### src/rtl/gpio_irq_pkg.sv
// Shared register map, pin mode encodings and field offsets for the gpio_irq block.
package gpio_irq_pkg;

    localparam logic [3:0] GPIO_CTRL     = 4'h0;
    localparam logic [3:0] GPIO_DATA     = 4'h4;
    localparam logic [3:0] GPIO_INT_EN   = 4'h8;
    localparam logic [3:0] GPIO_INT_PEND = 4'hC;

    // 2'b11 is reserved and treated exactly like hi-Z.
    typedef enum logic [1:0] {
        MODE_HIZ = 2'b00,
        MODE_OUT = 2'b01,
        MODE_IN  = 2'b10,
        MODE_RSV = 2'b11
    } mode_e;

    localparam int unsigned FALL_OFS = 16;

endpackage

### src/rtl/gpio_sync.sv
// One-bit multi-flop synchroniser for an asynchronous pad input.
// Latency: STAGES clk edges from d to q; no flow control.
module gpio_sync #(
    parameter int STAGES = 2
) (
    input  logic clk,
    input  logic rst_n,
    input  logic d,
    output logic q
);

    logic [STAGES-1:0] ff;

    always_ff @(posedge clk or negedge rst_n) begin
        if (!rst_n) begin
            ff <= '0;
        end else begin
            ff <= {ff[STAGES-2:0], d};
        end
    end

    assign q = ff[STAGES-1];

endmodule

### src/rtl/gpio_irq.sv
// GPIO controller: per-pin mode, synchronised inputs, sticky edge interrupts, level irq.
// Writes take effect next cycle, reads are combinational; the bus never stalls.
module gpio_irq
    import gpio_irq_pkg::*;
#(
    parameter int NUM_IO      = 2,
    parameter int SYNC_STAGES = 2
) (
    input  logic              clk,
    input  logic              rst_n,
    input  logic              we_i,
    input  logic [31:0]       addr_i,
    input  logic [31:0]       data_i,
    output logic [31:0]       data_o,
    input  logic [NUM_IO-1:0] io_pin_i,
    output logic [NUM_IO-1:0] io_pin_o,
    output logic [NUM_IO-1:0] io_oe_o,
    output logic              irq_o
);

    logic [2*NUM_IO-1:0] ctrl;
    logic [NUM_IO-1:0]   data;
    logic [NUM_IO-1:0]   rise_en;
    logic [NUM_IO-1:0]   fall_en;
    logic [NUM_IO-1:0]   rise_pend;
    logic [NUM_IO-1:0]   fall_pend;
    logic [NUM_IO-1:0]   sync;
    logic [NUM_IO-1:0]   prev;
    logic [NUM_IO-1:0]   is_in;
    logic [NUM_IO-1:0]   is_out;
    logic [NUM_IO-1:0]   rise;
    logic [NUM_IO-1:0]   fall;
    logic [NUM_IO-1:0]   rise_clr;
    logic [NUM_IO-1:0]   fall_clr;
    logic [NUM_IO-1:0]   data_wr;
    logic [3:0]          offset;
    logic                wr_ctrl;
    logic                wr_data;
    logic                wr_en;
    logic                wr_pend;
    logic                unused_bits;

    assign offset  = addr_i[3:0];
    assign wr_ctrl = we_i && (offset == GPIO_CTRL);
    assign wr_data = we_i && (offset == GPIO_DATA);
    assign wr_en   = we_i && (offset == GPIO_INT_EN);
    assign wr_pend = we_i && (offset == GPIO_INT_PEND);

    genvar g;
    generate
        for (g = 0; g < NUM_IO; g++) begin : g_pin
            gpio_sync #(.STAGES(SYNC_STAGES)) u_sync (
                .clk   (clk),
                .rst_n (rst_n),
                .d     (io_pin_i[g]),
                .q     (sync[g])
            );
            assign is_in[g]  = (ctrl[2*g +: 2] == MODE_IN);
            assign is_out[g] = (ctrl[2*g +: 2] == MODE_OUT);
        end
    endgenerate

    // Edges are seen on every pin regardless of mode; only the enables gate recording.
    assign rise     = sync & ~prev;
    assign fall     = ~sync & prev;
    assign rise_clr = wr_pend ? data_i[NUM_IO-1:0] : '0;
    assign fall_clr = wr_pend ? data_i[FALL_OFS +: NUM_IO] : '0;
    assign data_wr  = wr_data ? data_i[NUM_IO-1:0] : data;

    always_ff @(posedge clk or negedge rst_n) begin
        if (!rst_n) begin
            ctrl      <= '0;
            data      <= '0;
            rise_en   <= '0;
            fall_en   <= '0;
            rise_pend <= '0;
            fall_pend <= '0;
            prev      <= '0;
        end else begin
            prev <= sync;
            if (wr_ctrl) begin
                ctrl <= data_i[2*NUM_IO-1:0];
            end
            // Input pins track the pad; CPU writes only land on the other pins.
            data <= (is_in & sync) | (~is_in & data_wr);
            if (wr_en) begin
                rise_en <= data_i[NUM_IO-1:0];
                fall_en <= data_i[FALL_OFS +: NUM_IO];
            end
            // A same-cycle hardware set beats the W1C.
            rise_pend <= (rise & rise_en) | (rise_pend & ~rise_clr);
            fall_pend <= (fall & fall_en) | (fall_pend & ~fall_clr);
        end
    end

    always_comb begin
        data_o = '0;
        case (offset)
            GPIO_CTRL: data_o[2*NUM_IO-1:0] = ctrl;
            GPIO_DATA: data_o[NUM_IO-1:0]   = data;
            GPIO_INT_EN: begin
                data_o[NUM_IO-1:0]          = rise_en;
                data_o[FALL_OFS +: NUM_IO]  = fall_en;
            end
            GPIO_INT_PEND: begin
                data_o[NUM_IO-1:0]          = rise_pend;
                data_o[FALL_OFS +: NUM_IO]  = fall_pend;
            end
            default: data_o = '0;
        endcase
    end

    assign io_oe_o  = is_out;
    assign io_pin_o = data & is_out;
    assign irq_o    = (|rise_pend) | (|fall_pend);

    assign unused_bits = ^{addr_i[31:4], data_i};

endmodule

### config.mk
export PLATFORM = sky130hd
export DESIGN_NAME = gpio_irq
export DESIGN_NICKNAME = d
export VERILOG_FILES = /design/src/rtl/gpio_irq_pkg.sv /design/src/rtl/gpio_sync.sv /design/src/rtl/gpio_irq.sv
export SDC_FILE = /design/constraint.sdc
export NUM_CORES = 1
export LEC_CHECK = 0
export CAP_MARGIN = 15
export CORE_ASPECT_RATIO = 0.7
export CORE_MARGIN = 1
export CORE_UTILIZATION = 33
export CTS_CLUSTER_DIAMETER = 80
export DETAILED_ROUTE_END_ITERATION = 8
export GPL_TIMING_DRIVEN = 0
export MAX_ROUTING_LAYER = met4
export PLACE_DENSITY = 0.82
export SLEW_MARGIN = 5
export SYNTH_ARGS = -nofsm -noshare
export SYNTH_HDL_FRONTEND = slang
export SYNTH_HIERARCHICAL = 1
export SYNTH_SLANG_ARGS = --single-unit
### constraint.sdc
create_clock -name clk -period 4.2 [get_ports clk]
set_input_delay 1.05 -clock clk [delete_from_list [all_inputs] [get_ports clk]]
set_output_delay 1.05 -clock clk [all_outputs]
set_load 0.01 [all_outputs]
* After elaboration in Yosys (flattened, before gate mapping)
Index checks and enable logic that the tools add are counted.
Word-level totals: register bits after elaboration 20, bits of input ports 69, output and inout bits 37, word-level logic and storage cells 47
Operators by class: eq/ne operators 7, muxes and demuxes 6, bitwise operators 18, reduce and logical (&&, ||, !) cells 7
Operators by type and width (count):
- 2-bit AND | 9
- 2-bit NOT | 5
- 4-bit == test (second input constant) | 2
- 2-bit 2-to-1 mux | 4
- 2-bit case mux with 4 select lines | 1
- 2-bit bitwise OR | 3
- 2-bit by 1-bit == test with 1-bit output (second input constant) | 2
- 2-bit == test (second input constant) | 2
- 4-bit by 3-bit == test with 1-bit output (second input constant) | 1
- 1-bit logical AND | 4
- 4-bit zero test | 1
- 2-bit case mux with 2 select lines | 1
- 2-bit OR reduction | 2
- 1-bit bitwise OR | 1

* Longest topological paths before layout
depth in word-level cells 6, gate-level depth with buffers 4, depth with buffers taken out 3

* By module
The synthesis kept the hierarchy.
By module, submodules not included:
- gpio_irq | times used 1, cells an instance 96, area an instance 1033.5 um2, sequential area each 400.4 um2
- gpio_sync | times used 2, cells an instance 2, area an instance 50.0 um2, sequential area each 50.0 um2

* Worst setup path after synthesis
Ideal clock, no wire load.
path kind in2out, start in addr_i[2], end out data_o[0], data arrival time 1920 ps, data required time 3150 ps, path slack 1230 ps, cell stages on the path 3, buffers on the path 1, cells stage by stage buf_2 mux4_2 and2_1
On the way: cells in the longest elaborated chain, start to end 2, elaborated cells between the ends (all ways) 5, classes of those cells eq/ne: 3; mux: 1; reduce/logical: 1
Ends and longest elaborated chain:
- start: declaration | line gpio_irq.sv:12 | input logic [31:0] addr_i,
- 4-bit == test (tied with other cells) | line gpio_irq.sv:98 | case (offset)
- 2-bit case mux with 4 select lines (*) | line gpio_irq.sv:98
- end: declaration | line gpio_irq.sv:14 | output logic [31:0] data_o,
Mark *: on every way between the ends. The rest lies on a longest branch, timed or not.

* Final worst setup path
Ends and elaborated chain as after synthesis.

==> impl_metrics.csv <==
group,metric,value,unit
run_status,outcome,"finished, final reports clean",
synth,flops_latches_synth,20,
placement,detailed_placer_s_ending_hpwl,1.735,mm
detailed_routing,dr.first_iter.drc_count,32,
clock_network,clk_pin_slew_worst_paths,0.07,ns
sta,worst_slew_margin_rel,41.64,%
sta,final_period_minus_worst_setup_slack,4.043,ns
final_layout,share_of_post_route_cells_with_drive_strength_above_1,26.80,%
worst_hold_path,hold_class,"register to register",
synth,synth_top_cells_by_area,"dfrtp_1 (44%), buf_4 (17%), mux2_2 (5.0%)",
clock_network,postCtsSetupBuffers,0,
pwr,power_report.internal_total,0.3881,mW
clock_network,cts_made_buffers,3,
placement,port-buffer-count,25,
detailed_routing,routed_via_density,4.075,
setup_path,worstPathArrival,2.99,ns
placement,detailedPlace.worstSlack,0.1434,ns
pwr,total_power,0.5372,mW
setup_path,critical_path_peak_fanout,10,
clock_network,ctsLongestPathBuffers,2,
detailed_routing,detailroute.via_count,815,
synth,synth_top_cell_area_share,44.15,%
placement,place.gp.congestion,0.8239,
synth,postSynth.topFlopCell,"dfrtp_1",
sta,achievable-frequency,247.3,MHz
final_layout,design.final.nets,224,
die,placeableCoreArea,3212,sq um
die,die_h,51.04,um
final_layout,antenna_cells,0,
sta,final_max_slew_viol_count,0,
global_routing,grt_first_pass_wirelength,3.408,mm
synth,synthDominantAreaCellType,"dfrtp_1",
sta,fin_ws,0.1565,ns
die,std_cell_rows,17,
sta,finalHoldViolations,0,
setup_path,cell_chain_of_the_critical_path,"clkdlybuf4s50_1 > buf_2 > mux4_2 > and2_1 > clkdlybuf4s50_1",
synth,syn_inst_count,100,
clock_network,cts_sinks,20,
pwr,power.switching,0.1491,mW
clock_network,post_cts.resized_instances,0,
synth,postSynthAreaPerCell,11.34,sq um
clock_network,ctsHtreeMaxLevel,1,
global_routing,globalRouteTotalUtil,12.73,%
setup_path,worst_setup_path_end_kind,"primary output",
clock_network,clock_tree_from_tritoncts,"built",
setup_path,path_common_cell,"clkdlybuf4s50_1",
global_routing,initial_antenna_violation_count,0,
final_layout,post_layout_nonfiller_instances,200,
clock_network,root_buf_cell,"clkbuf_8",
synth,synth-edff-count,0,
placement,place_inst,197,
final_layout,filler_cell_count,297,
pwr,pwr-share-clk,22.8,%
synth,syn_area,1134,sq um
die,design.portCount,106,
detailed_routing,final_ant_viol_nets,0,
sta,setup_viol_count_final,0,
detailed_routing,post_drt_wl_per_cell,10.59,um
sta,grt_setup_unrepaired,"no",
pwr,powerDensity,340.5,nW/um^2
global_routing,gr-total-overflow,0,
die,starting_density,35.29,%
setup_path,required,3.15,ns
sta,finalSetupTns,0,ns
detailed_routing,detail_route.drc_violations,0,
global_routing,grt_start_max_net_pins,21,
clock_network,hold_fix_buffers_at_cts,0,
synth,post-synth-top-count-cell,"buf_4",
die,die_w,72.05,um
detailed_routing,first_pass_iters,4,
flow_run,maxCapViolations,0,
die,area_enclosed_by_the_die_boundary,3677,sq um
detailed_routing,route.final.wire_length,2.118,mm
setup_path,slowest_delay,0.52,ns
sta,final.setup_skew,0.0007661,ns
final_layout,syn_to_final_growth,39.18,%
final_layout,final_util,49.12,%
pwr,power.sequential.fraction,48.3,%
synth,async_reset_ff_share,100.0,%
synth,ys_seq_area_share,44.15,%
global_routing,grt_pass1_vias,692,
pwr,p_comb_share,28.9,%
setup_path,crit_path_start_kind,"input port",
sta,tightest_slew,0.8727,ns
clock_network,clock_insertion_delay_at_the_later_pin_of_the_skew_report,0.25,ns
pwr,leakage,0.7317,nW
synth,yosysWarnings,6,
synth,synth_top_cells_by_count,"buf_4 (26), dfrtp_1 (20), and2_1 (6), mux2_2 (5)",
setup_path,cp_slowest_cell,"clkdlybuf4s50_1",
synth,yosys.cell_types.count,25,
sta,layout_worst_path_cycle_share,96.27,%
pwr,switching_share,27.75,%
pwr,vdd.ir_drop.worst,201.4,uV
setup_path,setup_crit_path_kind,"input port to primary output",
==> through the flow <==
stage               hold slack [ns]  cell area [sq um]
global route                 0.3632               1578
finish                       0.3495               1578
global placement             0.3329               1536
CTS                          0.3513               1578
floorplan                    0.3312               1227
detailed placement           0.3347               1536
==> flip-flops by register name (all words and copies together) (netlist names), named ones only <==
signal           count
ctrl                 4
fall_en              2
fall_pend            2
g_pin.u_sync/ff      4
prev                 2
rise_en              2
rise_pend            2
==> worst max-delay path: cells and delay by family <==
kind / cells / cell delay (ns)
multiplexers: 1 / 0.52
AND/OR/NAND/NOR: 1 / 0.17
buffers and inverters: 3 / 1.26
==> cell families after synthesis <==
logic type / count (synthesis) / share of synthesized area [%]
DFF: 20 / 44.15
AOI/OAI and AO/OA: 10 / 6.622
buffers and inverters: 30 / 18.65
muxes: 12 / 13.69
and+or+nand+nor: 27 / 16.56
other: 1 / 0.3308
==> final cells by class <==
cell class	instances	area, sq um	share of cell area, %
clock buffers	3	41.29	2.617
plain buffers	27	200.2	12.69
multi-input cells	75	515.5	32.67
flip-flops and latches	20	500.5	31.72
repair buffers	25	250.2	15.86
inverters	3	11.26	0.7137
well taps	47	58.81	3.727
==> cells in the final DEF (no fill, tap or decap) <==
cell / netlist / final
buf_4: 26 / 26
conb_1: 1 / 26
clkdlybuf4s50_1: 0 / 25
dfrtp_1: 20 / 20
and2_1: 6 / 6
mux2_2: 5 / 5
nand2_1: 4 / 4
nor2b_1: 4 / 4
nand4_1: 4 / 4
nor2_1: 3 / 3
inv_1: 3 / 3
mux2_1: 3 / 3
clkbuf_8: 0 / 3
mux2i_1: 2 / 2
mux4_2: 2 / 2
a32o_1: 2 / 2
o2bb2ai_1: 2 / 2
a31oi_1: 2 / 2
o21ai_0: 2 / 2
a22oi_1: 2 / 2
buf_2: 1 / 1
nor4_2: 1 / 1
nor3b_4: 1 / 1
or4_1: 1 / 1
nand3b_2: 1 / 1
and4bb_2: 1 / 1
nand4bb_1: 1 / 1
==> routing by layer <==
metal,vias up,share of wire [%],track usage [%]
met5,-,0,-
met4,0,0,0.9804
met3,0,9.3,4.734
met2,44,46,19.34
met1,364,45,17.00
li1,407,-,-
==> power groups by stage <==
stage / Sequential, mW / Combinational (mW) / Clock (mW)
final: 0.259 / 0.155 / 0.123
after global routing: 0.265 / 0.168 / 0.136
after CTS: 0.259 / 0.156 / 0.126
after detailed placement: 0.262 / 0.155 / 0
after global placement: 0.260 / 0.151 / 0
after floorplan: 0.252 / 0.101 / 0
==> worst paths after layout <==
path | to | depth (start not counted) | slack [ns] | from
setup / recovery | data_o[0] | 5 | 0.16 | addr_i[2]
hold / removal | g_pin[1].u_sync/ff[1] | 0 | 0.35 | g_pin[1].u_sync/ff[0]
setup reg to reg | register | 3 | 3.28 | ctrl[1]
hold reg to reg | g_pin[1].u_sync/ff[1] | 0 | 0.35 | g_pin[1].u_sync/ff[0]
max in group asynchronous | ctrl[2] | 1 | 2.37 | rst_n
min in group asynchronous | fall_pend[1] | 1 | 1.29 | rst_n
No activity file was read; power rests on OpenSTA's default activity.
